==> src/rtl/mux_scan_serializer_pkg.sv <==
// ----------------------------------------------------------------------------
// ser_pkg: shared definitions for mux_scan_serializer.
//   - DATA_W / SEL_W: word width and select width (fixed at 8 / 3).
//   - state_t: FSM state encoding (IDLE, SHIFT, PAR). PAR is only reached
//     when the design is built with SER_PARITY_EN defined.
//   - first_idx / last_idx: start and final select index for a scan
//     direction (LSB_FIRST=1 counts 0->7, LSB_FIRST=0 counts 7->0).
// ----------------------------------------------------------------------------
package ser_pkg;

    localparam int DATA_W = 8;
    localparam int SEL_W  = 3;

    typedef enum logic [1:0] {
        IDLE  = 2'd0,
        SHIFT = 2'd1,
        PAR   = 2'd2
    } state_t;

    function automatic logic [SEL_W-1:0] first_idx(input bit lsb_first);
        return lsb_first ? 3'd0 : 3'd7;
    endfunction

    function automatic logic [SEL_W-1:0] last_idx(input bit lsb_first);
        return lsb_first ? 3'd7 : 3'd0;
    endfunction

endpackage

==> src/rtl/mux_scan_serializer_sel_step_counter.sv <==
// ----------------------------------------------------------------------------
// sel_step_counter: 3-bit up/down select counter.
//   Counts up when LSB_FIRST=1 and down otherwise. A synchronous load (or
//   reset) puts it back on the start index; en advances it by one step.
// Ports:
//   clk   in   rising-edge clock
//   rst   in   synchronous, active-high reset (to the start index)
//   load  in   reload the start index
//   en    in   advance one step (a beat transferred)
//   q     out  current index
//   nxt   out  index after one step (combinational look-ahead of q)
//   tc    out  q is at the final index
// ----------------------------------------------------------------------------
module sel_step_counter
    import ser_pkg::*;
#(
    parameter bit LSB_FIRST = 1'b1
) (
    input  logic             clk,
    input  logic             rst,
    input  logic             load,
    input  logic             en,
    output logic [SEL_W-1:0] q,
    output logic [SEL_W-1:0] nxt,
    output logic             tc
);

    localparam logic [SEL_W-1:0] FIRST_IDX = first_idx(LSB_FIRST);
    localparam logic [SEL_W-1:0] LAST_IDX  = last_idx(LSB_FIRST);

    assign nxt = LSB_FIRST ? q + 3'd1 : q - 3'd1;
    assign tc  = (q == LAST_IDX);

    // NOTE: sequential state uses non-blocking (<=) so every register samples
    // pre-edge values, independent of the order of always blocks.
    always_ff @(posedge clk) begin
        if (rst || load) begin
            q <= FIRST_IDX;
        end else if (en) begin
            q <= nxt;
        end
    end

endmodule

==> src/rtl/mux_scan_serializer.sv <==
// ----------------------------------------------------------------------------
// mux_scan_serializer: parallel-in / serial-out stage.
//   Accepts an 8-bit word on a valid/ready handshake, then walks a 3-bit
//   select index through all 8 positions, emitting one bit per accepted beat.
//   sel also drives the downstream 8:1 mux tree.
//   Optional macro SER_PARITY_EN: adds one trailing even-parity beat (PAR
//   state); out_last then flags the parity beat instead of the final data beat.
// Ports:
//   clk        in   rising-edge clock
//   rst        in   synchronous, active-high reset
//   in_data    in   parallel word [DATA_W-1:0]
//   in_valid   in   in_data is valid
//   in_ready   out  block can accept a word
//   sout       out  current serial bit
//   out_valid  out  sout is valid
//   out_ready  in   consumer takes sout this cycle
//   out_last   out  current beat is the final beat of the word
//   sel        out  current bit index / downstream mux select [2:0]
//   busy       out  a word is in flight
// All outputs are registered.
// ----------------------------------------------------------------------------
module mux_scan_serializer
    import ser_pkg::*;
#(
    parameter int DATA_W    = 8,
    parameter bit LSB_FIRST = 1'b1
) (
    input  logic              clk,
    input  logic              rst,
    input  logic [DATA_W-1:0] in_data,
    input  logic              in_valid,
    output logic              in_ready,
    output logic              sout,
    output logic              out_valid,
    input  logic              out_ready,
    output logic              out_last,
    output logic [SEL_W-1:0]  sel,
    output logic              busy
);

    localparam logic [SEL_W-1:0] FIRST_IDX = first_idx(LSB_FIRST);
    localparam logic [SEL_W-1:0] LAST_IDX  = last_idx(LSB_FIRST);

    state_t             state, state_n;
    logic [DATA_W-1:0]  hold;
    logic               hold_load;
    logic               cnt_load, cnt_en, cnt_tc;
    logic [SEL_W-1:0]   cnt_nxt;
    logic               in_ready_n, out_valid_n, busy_n, sout_n, out_last_n;
    logic               xfer;

    assign xfer = out_valid && out_ready;

    sel_step_counter #(
        .LSB_FIRST (LSB_FIRST)
    ) u_sel_cnt (
        .clk  (clk),
        .rst  (rst),
        .load (cnt_load),
        .en   (cnt_en),
        .q    (sel),
        .nxt  (cnt_nxt),
        .tc   (cnt_tc)
    );

    // NOTE: the hold register is pure datapath: it is only read while busy and
    // is always loaded before use, so it carries no reset.
    always_ff @(posedge clk) begin
        if (hold_load) begin
            hold <= in_data;
        end
    end

    always_ff @(posedge clk) begin
        if (rst) begin
            state     <= IDLE;
            in_ready  <= 1'b1;
            out_valid <= 1'b0;
            busy      <= 1'b0;
            sout      <= 1'b0;
            out_last  <= 1'b0;
        end else begin
            state     <= state_n;
            in_ready  <= in_ready_n;
            out_valid <= out_valid_n;
            busy      <= busy_n;
            sout      <= sout_n;
            out_last  <= out_last_n;
        end
    end

    // NOTE: every signal driven here gets a default first, so no path leaves
    // it unassigned and no latch is inferred.
    always_comb begin
        state_n     = state;
        in_ready_n  = in_ready;
        out_valid_n = out_valid;
        busy_n      = busy;
        sout_n      = sout;
        out_last_n  = out_last;
        hold_load   = 1'b0;
        cnt_load    = 1'b0;
        cnt_en      = 1'b0;

        case (state)
            IDLE: begin
                // rst gates hold_load so a word presented alongside reset is
                // not captured.
                if (in_valid && in_ready && !rst) begin
                    hold_load   = 1'b1;
                    state_n     = SHIFT;
                    in_ready_n  = 1'b0;
                    out_valid_n = 1'b1;
                    busy_n      = 1'b1;
                    sout_n      = in_data[FIRST_IDX];
                    out_last_n  = 1'b0;
                end
            end

            SHIFT: begin
                if (xfer) begin
                    if (cnt_tc) begin
`ifdef SER_PARITY_EN
                        // sel stays parked on the final index during PAR.
                        state_n    = PAR;
                        sout_n     = ^hold;
                        out_last_n = 1'b1;
`else
                        state_n     = IDLE;
                        cnt_load    = 1'b1;
                        in_ready_n  = 1'b1;
                        out_valid_n = 1'b0;
                        busy_n      = 1'b0;
                        sout_n      = 1'b0;
                        out_last_n  = 1'b0;
`endif
                    end else begin
                        cnt_en = 1'b1;
                        // Look ahead through the 8:1 mux with the stepped index
                        // so sout and sel change on the same edge.
                        sout_n = hold[cnt_nxt];
`ifdef SER_PARITY_EN
                        out_last_n = 1'b0;
`else
                        out_last_n = (cnt_nxt == LAST_IDX);
`endif
                    end
                end
            end

`ifdef SER_PARITY_EN
            PAR: begin
                if (xfer) begin
                    state_n     = IDLE;
                    cnt_load    = 1'b1;
                    in_ready_n  = 1'b1;
                    out_valid_n = 1'b0;
                    busy_n      = 1'b0;
                    sout_n      = 1'b0;
                    out_last_n  = 1'b0;
                end
            end
`endif

            default: begin
                state_n = IDLE;
            end
        endcase
    end

endmodule

==> config.mk <==
export PLATFORM = sky130hd
export DESIGN_NAME = mux_scan_serializer
export DESIGN_NICKNAME = d
export VERILOG_FILES = /design/src/rtl/mux_scan_serializer_pkg.sv /design/src/rtl/mux_scan_serializer_sel_step_counter.sv /design/src/rtl/mux_scan_serializer.sv
export SDC_FILE = /design/constraint.sdc
export NUM_CORES = 1
export LEC_CHECK = 0
export ABC_AREA = 1
export BUFFER_PORTS_ARGS = -buffer_cell sky130_fd_sc_hd__buf_4
export CORE_MARGIN = 3
export CORE_UTILIZATION = 39
export CTS_CLUSTER_DIAMETER = 30
export DETAILED_ROUTE_END_ITERATION = 8
export GPL_ROUTABILITY_DRIVEN = 0
export GPL_TIMING_DRIVEN = 0
export PLACE_DENSITY_LB_ADDON = 0.2
export SLEW_MARGIN = 20
export SYNTH_ARGS = -nofsm -noshare
export SYNTH_HDL_FRONTEND = slang
export SYNTH_SLANG_ARGS = --single-unit
export TNS_END_PERCENT = 1
==> constraint.sdc <==
create_clock -name clk -period 2.53 [get_ports clk]
set_input_delay 0 -clock clk [delete_from_list [all_inputs] [get_ports clk]]
set_output_delay 0 -clock clk [all_outputs]
set_load 0.05 [all_outputs]
==> flow_summary.toml, run 1 <==
[clock_network]
clkSlewWorstSetupHoldPaths_ns = 0.09
postCtsSetupBuffers = 0
cts_sinks = 15
cts_tree = "done"
clk_latency_ns = 0.28
postCtsHoldBufs = 9
post_cts_resized = 0
htreeDepth = 1
clockRootBuffer = "clkbuf_4"
clock_path_buffers = 2
cts_buffers = 3

[die]
rows = 14
design.die.area_sq_mm = 0.00221
die_w_um = 47.0
coreArea_sq_mm = 0.00154
num_io_pins = 20
die_h_um = 47.0
start_util = 0.425

[hold_path]
holdPathStages = 3
hold_start = "out_ready"
min_path_type = "input port to flip-flop"
worst_hold_path.endpoint = "u_sel_cnt.q[2]"

[routing]
vias = 547
drtIter0Drc = 6
wl_met3_um = 70
drt-met1-wl_um = 612
ant_nets = 0
top_layer = "met4"
avgRoutedWirePerCell_um = 11.7
vias_per_cell = 4.76
wl_um = 1350
dr.pass1.iters = 4
drc = 0
wl_met2_um = 656

[grt]
grt_pass1_vias = 503
grt_use_total = 0.136
grt_pass1_wl_um = 2080
grt_overflow_total = 0
antenna_found_initial = 0
grt_max_degree = 9

[critical_path]
reg2reg_depth = 8
worstSetupStartpointType = "flip-flop"
endpoint_kind = "flip-flop"
r2r_end = "sout"
cp_max_fo = 8
slowest_stage = "dfxtp_1"
rr_startpoint = "u_sel_cnt.q[0]"
max_stage_delay_ns = 0.51
rrSetupSlack_ns = 1.0
cp.required_ns = 2.70
path_cells = "inv_2 > ha_1 > inv_1 > nand3_1 > nand3_1 > nand2_1 > nand2_1 > a21oi_2"
criticalPathCategory = "flip-flop to flip-flop"
arrival_ns = 1.70

[timing]
max_slew_margin = 0.795
fin_crit_ns = 1.53
finalSetupTns_ns = 0
worst-slew-pin-transition_ns = 0.307
rsz0062_at_grt = "false"
fin_skew_ns = 0.00395
fmax_mhz = 652
fin_crit_sh = 0.606
drv_slew = 0
setup_violations = 0
hold_viol_final = 0

[placed_design]
placement.cell_area_sq_um = 817
dp_hpwl_um = 971
portBuffers = 19

[finish]
n_fill_cell = 136
layout-area-overhead-vs-synth_pct = 42.6
fin_area_sq_um = 933
layout-drive-gt1-share = 0.293
n_antenna_cell = 0
final_nets = 115

[synth]
synth.area.top_cells = "edfxtp_1, dfxtp_1, nand2_1"
syn_nets = 82
syn_inst = 67
yosysWarnings = 0
ys_seq_area_frac = 0.581
syn_area_per_cell_sq_um = 9.77
syn_area_sq_um = 654
yosysTopAreaCell = "edfxtp_1"
yosysTopAreaCellShare = 0.367
yosysUniqueCellTypes = 18
synth-seq-cells = 15

[power_and_ir_drop]
vdd_drop_max_uv = 379
leakage_nw = 0.430
power.density_mw_per_mm2 = 591

[run_status]
status = "finished, final reports clean"

[flow_run]
cap_violations = 0
power by group:
part           internal (W)  switching (W)  total, W
Clock             0.0000611      0.0000710  0.000132
Combinational     0.0000535      0.0000822  0.000136
Sequential         0.000272      0.0000114  0.000284
Yosys cell counts, drive strengths merged:
cell type  instances
a21oi              3
dfxtp              7
a22oi              1
edfxtp             8
nor3               2
o21ai              2
nor2               5
buf                1
ha                 3
nand3              9
nand2             17
inv                7
nand4              2
layout by cell type (no fill, tap or decap), drive strengths merged:
cell type     n
clkbuf        4
a22oi         1
nor2          5
edfxtp        8
dlygate4sd3   9
ha            3
dfxtp         7
nand4         2
inv           7
a21oi         3
nand3         9
nor3          2
nand2        17
o21ai         2
buf          20
metal layers:
layer  vias up  track usage
met5         -            0
met4         0       0.0663
met3         2       0.0345
met2        13        0.214
met1       241        0.174
li1        291            -
state kept, by name, indices dropped and copies added, names as in the netlist:
name / count
busy: 1
hold: 8
in_ready: 1
out_last: 1
sout: 1
u_sel_cnt.q: 3
metrics by stage:
stage	cells	setup slack [ns]	utilization	power (W)	hold slack [ns]
floorplan	67	0.835	-	0.000372	0.0691
global placement	102	1.02	0.530	0.000412	0.166
detailed placement	102	1.00	0.530	0.000414	0.172
CTS	115	0.982	0.606	0.000560	0.0108
global route	115	0.906	0.606	0.000581	0.0228
finish	115	0.996	0.606	0.000552	0.0189
cells by family (layout without fill, tap and decap cells):
family                   count (synthesis)  in the layout  share of synthesized area
flip-flops                              15             15                      0.581
AND/OR/NAND/NOR                         35             35                      0.254
buffers and inverters                    8             40                     0.0516
AO/OA/AOI/OAI                            6              6                     0.0555
adder cells (fa/ha/maj)                  3              3                     0.0574
layout make-up:
class	instances	area, sq um	area share
multi-input cells	44	240	0.257
plain buffers	1	7.51	0.00804
repair buffers	28	233	0.249
clock buffers	4	26.3	0.0282
flip-flops and latches	15	380	0.408
inverters	7	26.3	0.0282
well taps	16	20.0	0.0214
how the worst max path moves through the flow:
stage | from | endpoint | depth (start not counted)
global placement | u_sel_cnt.q[0] | sout | 8
finish | u_sel_cnt.q[0] | sout | 8
global route | u_sel_cnt.q[0] | sout | 8
floorplan | u_sel_cnt.q[0] | sout | 8
CTS | u_sel_cnt.q[0] | sout | 8
detailed placement | u_sel_cnt.q[0] | sout | 8
worst max-delay path: cells and delay by family (launching register included):
kind	cells	cell delay, ns
adder cells (fa/ha/maj)	1	0.34
AND/OR/NAND/NOR	4	0.30
buffers and inverters	2	0.22
flip-flops	1	0.51
AO/OA/AOI/OAI	1	0.06
Power figures use the tool's default switching activity.
==> run 2: changes to the inputs <==
clock period = 1.3 ns   (was 2.53 ns; I/O delays follow)
==> run 2 against run 1 <==
  * Clock power is 95% higher
  * Non-clock buffer count is 3 higher
  * Power is 100% higher
  * Clock skew is 0.0012 ns lower
  * Largest cell class unchanged
==> flow_summary.toml, run 2 (synthesis gave the netlist of run 1 again) <==
[power_and_ir_drop]
leakage_nw = 0.445
power.density_mw_per_mm2 = 1090
vdd_drop_max_uv = 600

[placed_design]
place_inst = 102
placement.cell_area_sq_um = 840
dp_hpwl_um = 922
pre_cts_ws_ns = -0.0389
portBuffers = 19

[finish]
layout-drive-gt1-share = 0.471
final_cells = 118
fin_util = 0.672
regMostFlops = "hold"
final_cell_mix = "buf_4, nand2_1, dlygate4sd3_1"
n_fill_cell = 123
layout_commonest_cell = "buf_4"
n_antenna_cell = 0
fin_area_sq_mm = 0.00104
top_regs = "hold: 8 flops, u_sel_cnt.q: 3 flops"
multi_input_area_sq_um = 303
layout-area-overhead-vs-synth_pct = 58.3
seqCellArea_sq_um = 390
final_nets = 118
largest_register_ffs = 8

[grt]
grt_overflow_total = 0
antenna_found_initial = 0
grt_use_total = 0.135
grt_pass1_wl_um = 2070
grt_max_degree = 9
grt_pass1_vias = 521

[flow_run]
cap_violations = 0

[clock_network]
htreeDepth = 1
clock_path_buffers = 2
cts_sinks = 15
clk_latency_ns = 0.28
clockRootBuffer = "clkbuf_4"
clkSlewWorstSetupHoldPaths_ns = 0.08
cts_tree = "done"
cts_buffers = 3

[die]
coreArea_sq_mm = 0.00154
start_util = 0.425
rows = 14
design.die.area_sq_mm = 0.00221
die_h_um = 47.0
num_io_pins = 20
die_w_um = 47.0

[timing]
setup_violations = 0
finalSetupTns_ns = 0
fin_crit_ns = 1.26
max_slew_margin = 0.851
rsz0062_at_grt = "true"
worst-slew-pin-transition_ns = 0.221
fin_ws_ns = 0.0443
fin_skew_ns = 0.00277
fmax_mhz = 796
hold_viol_final = 0
fin_crit_sh = 0.966
drv_slew = 0

[critical_path]
worstSetupStartpointType = "flip-flop"
path_delay_family = "flip-flops"
arrival_ns = 1.47
cp.required_ns = 1.52
cp_num_cells = 8
slowest_stage = "dfxtp_4"
max_stage_delay_ns = 0.41
criticalPathCategory = "flip-flop to flip-flop"
cp_max_fo = 6
endpoint_kind = "flip-flop"
reg2reg_depth = 8
cp_num_buf_inv = 2
path_cells = "clkinv_4 > ha_4 > inv_4 > nand3_2 > nand3_2 > nand2_2 > nand2_2 > a21oi_2"

[routing]
wl_um = 1390
vias_per_cell = 5.10
drtIter0Drc = 14
avgRoutedWirePerCell_um = 11.8
ant_nets = 0
vias = 602
drc = 0
dr.pass1.iters = 4

[run_status]
status = "finished, final reports clean"

[hold_path]
min_path_type = "input port to flip-flop"
holdPathStages = 3
-- run 2: cell count changes in the layout (fill, tap and decap cells not counted), moves of 2 or more --
cell	delta
ha_1	-3
dfxtp_1	-4
dfxtp_2	+2
ha_4	+3
buf_4	+3
dfxtp_4	+2
nand2_1	-2
nand3_1	-4
nand2_2	+2
nand3_2	+4
inv_1	-3
-- run 2: path summary, 6_finish.rpt --
| path | startpoint | endpoint | slack, ns |
|---|---|---|---|
| max | u_sel_cnt.q[0] | sout | 0.04 |
| min | out_ready | u_sel_cnt.q[2] | 0.02 |
| min reg2reg | out_last | out_last | 0.48 |
| max reg2reg | u_sel_cnt.q[0] | sout | 0.04 |
-- run 2: where the power goes --
part	internal (W)	switching, W	total (W)
Sequential	0.000530	0.0000253	0.000556
Combinational	0.000132	0.000182	0.000314
Clock	0.000119	0.000138	0.000257
-- run 2: final cells by class --
class                   count  share of cell area
flip-flops and latches     15               0.377
multi-input cells          44               0.292
repair buffers             31               0.246
inverters                   7              0.0326
clock buffers               4              0.0254
well taps                  16              0.0193
plain buffers               1             0.00725
-- run 2: per-stage QoR --
stage          hold WS [ns]  power [W]
2_1_floorplan        0.0691   0.000730
3_3_place_gp          0.165   0.000807
3_5_place_dp          0.169   0.000812
4_1_cts             0.00654    0.00110
5_1_grt              0.0453    0.00118
6_report             0.0178    0.00113
-- run 2: worst min-delay path: cells and delay by family --
family | cells | cell delay, ns
AOI/OAI and AO/OA | 1 | 0.06
buffers and inverters | 1 | 0.13
and+or+nand+nor | 1 | 0.07
-- run 2: layer usage --
layer / up-vias / routed length [um] / global-route usage
met5: - / 0 / 0
li1: 298 / - / -
met3: 2 / 102 / 0.0230
met2: 26 / 706 / 0.225
met1: 276 / 570 / 0.167
met4: 0 / 10 / 0.0663
-- run 2: timing repair --
action,in CTS,in global routing
setup buffers,0,3
endpoints found under the setup margin,1,3
hold endpoints to repair,10,0
gates resized for setup,1,14
hold buffers,9,0
pin swaps,0,6
==> run 3: changes to the inputs <==
CORE_UTILIZATION = 40   (was 39)
SKIP_CTS_REPAIR_TIMING = 1   (was unset)
==> run 3 against run 2 <==
  * Count of clock-buffer cells in the layout down 1
  * Utilization up 2.1 points
  * Clock skew about the same
  * Cell area down 5.3%
  * Critical path type unchanged
  * Worst setup slack better by 0.019 ns
  * First-iteration DRC count up 7.1%
  * Non-clock buffer count down 2
  * Largest power group unchanged
==> flow_summary.toml, run 3 (synthesis gave the netlist of run 1 again) <==
[routing]
vias = 586
drc = 0
wl_um = 1350
vias_per_cell = 5.10
avgRoutedWirePerCell_um = 11.7
wl_met3_um = 82
top_layer = "met4"
dr.pass1.iters = 3
wl_met2_um = 678
drt-met1-wl_um = 574
drtIter0Drc = 15
ant_nets = 0

[timing]
holdWs_ns = 0.0214
hold_viol_final = 0
fmax_mhz = 809
finalSetupTns_ns = 0
setup_violations = 0
fin_crit_sh = 0.951
fin_crit_ns = 1.24
max_slew_margin = 0.861
drv_slew = 0
fin_skew_ns = 0.00326
rsz0062_at_grt = "false"
worst-slew-pin-transition_ns = 0.207

[power_and_ir_drop]
power.density_mw_per_mm2 = 1110
leakage_nw = 0.433
power_w = 0.00109
vdd_drop_max_uv = 654

[die]
coreArea_sq_mm = 0.00142
die_h_um = 46.4
rows = 13
die_w_um = 46.4
start_util = 0.462
design.die.area_sq_mm = 0.00216
num_io_pins = 20

[clock_network]
htreeDepth = 1
clkSlewWorstSetupHoldPaths_ns = 0.09
clk_latency_ns = 0.28
clock_path_buffers = 2
cts_tree = "done"
cts_sinks = 15
cts_buffers = 3
clockRootBuffer = "clkbuf_4"

[finish]
layout-drive-gt1-share = 0.390
largest_register_ffs = 8
layout_commonest_cell = "buf_4"
final_nets = 116
fin_util = 0.693
layout-area-overhead-vs-synth_pct = 49.9
top_regs = "hold: 8 flops, u_sel_cnt.q: 3 flops"
final_cell_mix = "buf_4, nand2_1, nand3_1, dlygate4sd3_1, edfxtp_1"
n_antenna_cell = 0
regMostFlops = "hold"

[critical_path]
cp_max_fo = 4
endpoint_kind = "flip-flop"
criticalPathCategory = "flip-flop to flip-flop"
cp.required_ns = 1.48
worstSetupStartpointType = "flip-flop"
arrival_ns = 1.41

[grt]
antenna_found_initial = 0
grt_use_total = 0.134
grt_pass1_vias = 498
grt_overflow_total = 0
grt_pass1_wl_um = 1950
grt_max_degree = 10

[placed_design]
portBuffers = 19
dp_hpwl_um = 990

[run_status]
status = "finished, final reports clean"

[hold_path]
min_path_type = "input port to flip-flop"

[flow_run]
cap_violations = 0
-- run 3: cell types whose count changed in the layout (fill, tap and decap cells not counted), moves of 2 or more --
cell,before,now
buf_4,23,21
inv_1,2,4
nand2_1,14,16
nand2_2,3,1
nand3_1,5,9
nand3_2,4,0
-- run 3: metrics by stage --
step / worst slack, ns / instances / instance area [sq um]
3_3_place_gp: -0.0296 / 101 / 838
5_1_grt: 0.0149 / 115 / 981
2_1_floorplan: -0.0304 / 67 / 677
3_5_place_dp: -0.0457 / 101 / 838
4_1_cts: -0.0687 / 105 / 866
6_report: 0.0636 / 115 / 981
-- run 3: worst max-delay path: stages, from the launching register on --
cell and delay, ns:
dfxtp_4 0.37, ha_2 0.19, ha_4 0.28, inv_1 0.04, nand3_1 0.06, nand2_1 0.06
nand2_1 0.08, a21oi_2 0.05
-- run 3: routing by layer --
layer / GRT usage / up-vias
met2: 0.214 / 15
met3: 0.0586 / 2
met5: 0 / -
li1: - / 296
met1: 0.150 / 273
met4: 0.0682 / 0
-- run 3: cell type report --
| cell class | instances | area [sq um] |
|---|---|---|
| Buffer | 1 | 7.51 |
| Inverter | 7 | 28.8 |
| Clock inverter | 1 | 5.00 |
| Multi-Input combinational cell | 44 | 268 |
| Clock buffer | 3 | 22.5 |
| Tap cell | 15 | 18.8 |
| Sequential cell | 15 | 390 |
| Fill cell | 109 | 434 |
| Timing Repair Buffer | 29 | 240 |
-- run 3: power by group --
part | internal, W | leakage [nW] | switching (W)
registers | 0.000530 | 0.133 | 0.0000202
clock network | 0.000114 | 0.0177 | 0.000147
logic | 0.000113 | 0.283 | 0.000166
total | 0.000757 | 0.433 | 0.000333
-- run 3: worst paths after layout --
kind	startpoint	to	slack, ns	cells after the start
worst min register to register	in_ready	in_ready	0.49	2
worst max register to register	u_sel_cnt.q[0]	sout	0.06	7
worst max-delay path	u_sel_cnt.q[0]	sout	0.06	7
worst min-delay path	out_ready	u_sel_cnt.q[2]	0.02	3
